## src/rtl/acc_stack.sv

```systemverilog
// Accumulator register with four-way source select and a LIFO save stack
// (push / pop / swap) plus zero/negative status and sticky error flags.
module acc_stack #(
  parameter int WIDTH = 8,
  parameter int DEPTH = 4   // must be at least 2
) (
  input  logic                       clk,
  input  logic                       reset,
  input  logic [WIDTH-1:0]           data_imm_in,
  input  logic [WIDTH-1:0]           data_reg_in,
  input  logic [WIDTH-1:0]           data_mem_in,
  input  logic [WIDTH-1:0]           data_alu_in,
  input  logic [1:0]                 data_ctrl,
  input  logic                       write_ctrl,
  input  logic [1:0]                 op_ctrl,
  input  logic                       err_clr,
  output logic [WIDTH-1:0]           acc_out,
  output logic                       acc_zero,
  output logic                       acc_neg,
  output logic [$clog2(DEPTH+1)-1:0] depth_out,
  output logic                       stack_full,
  output logic                       stack_empty,
  output logic                       err_ovf,
  output logic                       err_unf
);

  localparam int DW = $clog2(DEPTH + 1);
  localparam int IW = $clog2(DEPTH);
  localparam logic [DW-1:0] DEPTH_MAX = DW'(DEPTH);

  localparam logic [1:0] OP_PUSH = 2'b01;
  localparam logic [1:0] OP_POP  = 2'b10;
  localparam logic [1:0] OP_SWAP = 2'b11;

  logic [WIDTH-1:0] acc_reg, acc_next;
  logic [DW-1:0]    depth_reg, depth_next;
  logic             ovf_reg, ovf_next;
  logic             unf_reg, unf_next;
  logic [WIDTH-1:0] src_sel;
  logic [WIDTH-1:0] stack_mem [DEPTH];

  logic          full, empty;
  logic          push_ok, pop_ok, swap_ok;
  logic          ovf_evt, unf_evt;
  logic [IW-1:0] push_idx, top_idx;

  assign full     = (depth_reg == DEPTH_MAX);
  assign empty    = (depth_reg == '0);
  assign push_idx = depth_reg[IW-1:0];
  assign top_idx  = IW'(depth_reg - DW'(1));

  assign push_ok = (op_ctrl == OP_PUSH) && !full;
  assign pop_ok  = (op_ctrl == OP_POP)  && !empty;
  assign swap_ok = (op_ctrl == OP_SWAP) && !empty;
  assign ovf_evt = (op_ctrl == OP_PUSH) && full;
  assign unf_evt = ((op_ctrl == OP_POP) || (op_ctrl == OP_SWAP)) && empty;

  always_comb begin
    src_sel = data_imm_in;
    case (data_ctrl)
      2'b00:   src_sel = data_imm_in;
      2'b01:   src_sel = data_reg_in;
      2'b10:   src_sel = data_mem_in;
      default: src_sel = data_alu_in;
    endcase
  end

  // Pop and swap override the write; a push or a failed op leaves write_ctrl in effect.
  always_comb begin
    acc_next   = acc_reg;
    depth_next = depth_reg;
    if (pop_ok || swap_ok) begin
      acc_next = stack_mem[top_idx];
    end else if (write_ctrl) begin
      acc_next = src_sel;
    end
    if (push_ok) begin
      depth_next = depth_reg + DW'(1);
    end else if (pop_ok) begin
      depth_next = depth_reg - DW'(1);
    end
  end

  // Setting an error wins over clearing it in the same cycle.
  always_comb begin
    ovf_next = ovf_reg;
    unf_next = unf_reg;
    if (err_clr) begin
      ovf_next = 1'b0;
      unf_next = 1'b0;
    end
    if (ovf_evt) ovf_next = 1'b1;
    if (unf_evt) unf_next = 1'b1;
  end

  always_ff @(posedge clk or posedge reset) begin
    if (reset) begin
      acc_reg   <= '0;
      depth_reg <= '0;
      ovf_reg   <= 1'b0;
      unf_reg   <= 1'b0;
    end else begin
      acc_reg   <= acc_next;
      depth_reg <= depth_next;
      ovf_reg   <= ovf_next;
      unf_reg   <= unf_next;
    end
  end

  // Stack contents are deliberately not reset; depth alone defines validity.
  always_ff @(posedge clk) begin
    if (push_ok) begin
      stack_mem[push_idx] <= acc_reg;
    end else if (swap_ok) begin
      stack_mem[top_idx] <= acc_reg;
    end
  end

  assign acc_out     = acc_reg;
  assign acc_zero    = (acc_reg == '0);
  assign acc_neg     = acc_reg[WIDTH-1];
  assign depth_out   = depth_reg;
  assign stack_full  = full;
  assign stack_empty = empty;
  assign err_ovf     = ovf_reg;
  assign err_unf     = unf_reg;

endmodule

```

## config.mk

```make
export PLATFORM = sky130hd
export DESIGN_NAME = acc_stack
export DESIGN_NICKNAME = d
export VERILOG_FILES = /design/src/rtl/acc_stack.sv
export SDC_FILE = /design/constraint.sdc
export NUM_CORES = 1
export LEC_CHECK = 0
export ABC_AREA = 1
export BUFFER_PORTS_ARGS = -buffer_cell sky130_fd_sc_hd__buf_2
export CAP_MARGIN = 5
export CELL_PAD_IN_SITES_DETAIL_PLACEMENT = 1
export CELL_PAD_IN_SITES_GLOBAL_PLACEMENT = 2
export CORE_ASPECT_RATIO = 0.8
export CORE_UTILIZATION = 34
export CTS_CLUSTER_DIAMETER = 120
export DETAILED_ROUTE_END_ITERATION = 12
export PLACE_DENSITY = 0.93
export RECOVER_POWER = 50
export SYNTH_ARGS = -nofsm -noshare
export SYNTH_HDL_FRONTEND = slang
export SYNTH_SLANG_ARGS = --single-unit
```

## constraint.sdc

```tcl
create_clock -name clk -period 4.96 [get_ports clk]
set_clock_uncertainty 0.15 [all_clocks]
set_input_delay 0.248 -clock clk [delete_from_list [all_inputs] [get_ports clk]]
set_output_delay 0.248 -clock clk [all_outputs]
set_load 0.01 [all_outputs]
```

==> metrics.md <==
| Metric | Value |
|---|---|
| Register Area | 1286 um^2 |
| CTS-repair resized insts | 0 |
| TritonCTS clock tree | done |
| Netlist cell types | 26 |
| Vias after detailed routing | 2,018 |
| Routed len/inst | 15.82 um |
| Timing endpoint of the critical path | stack_mem[2][3] |
| Slew of the pin with the lowest slew margin | about 0.70 ns |
| Average via count per standard cell | 4.910 |
| Die Wd | 95.34 um |
| Growth of design area from synthesis to finish | 17.95% |
| Min setup slack post-route | 2.025 ns |
| Final Util | 42.54% |
| Residual DRC | 0 |
| Design Area, Final | 2795 um^2 |
| Yosys reg bits | 45 |
| Number of filler instances in the final layout | 825 |
| Worst hold-check path type | primary input to register |
| Reg2reg start | depth_out[0] |
| Data required time of the critical path | approximately 4.8 ns |
| Largest net degree at the start of global routing | 22 |
| Global-route track usage on met1 | 29.16% |
| Number of ports placed on the die boundary | between 50 and 60 |
| Nature of the critical path startpoint | register |
| Global routing's busiest layer | met2 |
| Cell at the root of the clock tree | clkbuf_8 |
| Starting DRC count in detailed routing | 108 |
| Critical path class | register to register |
| Gp weighted congestion | 0.9088 |
| Average cell area after synthesis | 8.810 um^2 |
| Total of hold buffers inserted after clock tree synthesis | 2 |
| Deepest clock path buffer count | 2 |
| Max-capacitance violation count | 0 |
| Total setup buffers inserted after CTS | 0 |
| IR drop worst, VDD | 166.2 uV |
| Y dimension of the die | 76.67 um |
| Clock sink count | 45 |
| Fraction of met3 tracks used by global routing | 3.472% |
| Fmax | 340.7 MHz |
| Starting density of the core | 36.06% |
| Biggest fanout along the worst timing path | 21 |
| Number of port buffers | 56 |
| Critical register-to-register path endpoint | stack_mem[2][3] |
| Net count of the finished layout | 369 |
| Multi-input combinational cell area | 880.8 um^2 |
| Period minus WS final | 2.935 ns |
| Routed Antenna Nets | 0 |
| Register-to-Register Setup Slack | 2.03 ns |
| Unrepaired setup endpoints after global routing | no |
| Type of element capturing the critical path | register |
| Sum of overflow across all layers after global routing | 0 |
| Overall Global Routing Usage | roughly a fifth |
| Ratio of total power to cell area | 558.4 nW/um^2 |
| Global-route wire length before repair | 10,780 um |
| Sequential area share after synthesis | 54.28% |
| Total clock buffers created by CTS | 5 |
| Routed WL | about 6500 um |
| Final hold viol count | 0 |
| Dpl cell area | 2695 um^2 |
| Die Outline Area | 7310 um^2 |
| H-tree depth reported by CTS | 2 |
| Vias in the first global route | roughly 2,100 |
| Cell area after technology mapping | 2370 um^2 |
| Net count after synthesis | roughly 310 |
| Cell Rows | 26 |
| Final-report setup violation count | 0 |
| Arrival time reported for the critical path endpoint | 2.72 ns |
| Detail Placement HPWL | 5138 um |
| Result of the run | finished, final reports clean |
| Proportion of layout cells with a drive suffix above 1 | 21.41% |
| CTS clk-pin slew, worst paths | 0.09 ns |
| R2R cell count | 5 |
| Fraction of the cycle the final worst path needs | 59.17% |
| Initial antenna violation count | 0 |
| Clk Latency, worst-skew pair | 0.31 ns |
| Leak Pwr | 1.321 nW |
| Syn. warnings | 0 |
| Syn Inst Count | 269 |
| Worst slack on hold paths | roughly 0.13 ns |
| Met2 Use GR | 29.50% |
| Final count of pins violating max slew | 0 |
| Worst Setup SP | depth_out[0] |
| Setup Slack @ Placement | between 2 and 2.5 ns |
| Fin Setup TNS | 0 ns |
| Relative slew slack | 53.41% |
| Antenna cell count | 0 |
| 1st-pass router iterations | 4 |
| Core box area | 6571 um^2 |
==> area by class of cell <==
type,instances,area share [%]
Tap cell,84,3.760
Timing Repair Buffer,58,10.38
Clock buffer,5,2.462
Clock inverter,3,0.7610
Inverter,34,5.103
Multi-Input combinational cell,182,31.51
Sequential cell,45,46.02
==> cell usage after synthesis (all sizes together) <==
cell type  instances  area, um^2
buf                8       60.05
clkinv             2       20.02
dfrtp             13       325.3
edfxtp            32       960.9
ha                 3       37.54
inv               32       122.6
nand2             85       349.1
nand3             50       267.8
nand4              5       31.28
nor2              25       117.6
nor4               1       6.260
o21ai             10       50.05
o22ai              1       6.260
o32ai              1       8.760
or2                1       6.260
==> flip-flops by register name (all words and copies together), names as in the netlist <==
| register | cells |
|---|---|
| acc_out | 8 |
| stack_mem | 32 |
| err_ovf | 1 |
| err_unf | 1 |
| depth_out | 3 |
==> placed cells by master (no fill, tap or decap), drive strengths merged, types with 3 or more instances in the layout <==
cell type and n:
nand4 5, ha 3, edfxtp 32, inv 33, dfrtp 13, clkbuf 13
buf 48, nand3 50, o21ai 10, nand2 85, nor2 25
==> how the worst min path moves through the flow <==
stage,from,to,slack [ns],depth (start not counted)
final,data_imm_in[4],acc_out[4],0.13,5
after detailed placement,reset,acc_out[4],0.17,2
after CTS,data_alu_in[4],acc_out[4],0.13,5
after global routing,data_imm_in[3],acc_out[3],0.16,5
after global placement,reset,acc_out[4],0.17,2
after floorplan,reset,acc_out[0],-0.03,1
==> critical path, cell delays in order, from the launching register on <==
cell	delay, ns
dfrtp_1	0.81
inv_4	0.22
ha_1	0.50
clkinv_1	0.23
o21ai_1	0.12
nor2_1	0.53
==> power by group <==
part           switching, W  internal, W  leakage [nW]
clock network      0.000129    0.0000992        0.0407
logic              0.000422     0.000206         0.824
registers          0.000142     0.000563         0.457
total              0.000692     0.000868          1.32
==> per-stage QoR <==
stage | total power, W | cells
final | 0.001561 | 411
after global routing | 0.001682 | 411
after CTS | 0.001581 | 411
after detailed placement | 0.001356 | 401
after global placement | 0.001332 | 401
after floorplan | 0.001104 | 269
==> cell families (layout without fill, tap and decap cells) <==
kind of cell | Yosys count | after routing | synth area share (%)
AOI/OAI and AO/OA | 12 | 12 | 2.746
adders and majority gates | 3 | 3 | 1.584
buffers and inverters | 42 | 100 | 8.553
DFF | 45 | 45 | 54.28
and+or+nand+nor | 167 | 167 | 32.84
==> routing by layer <==
metal	vias up	routed length [um]
li1	996	-
met2	64	2903
met4	0	48
met3	4	344
met1	954	3207
met5	-	0
Power figures use the tool's default switching activity.
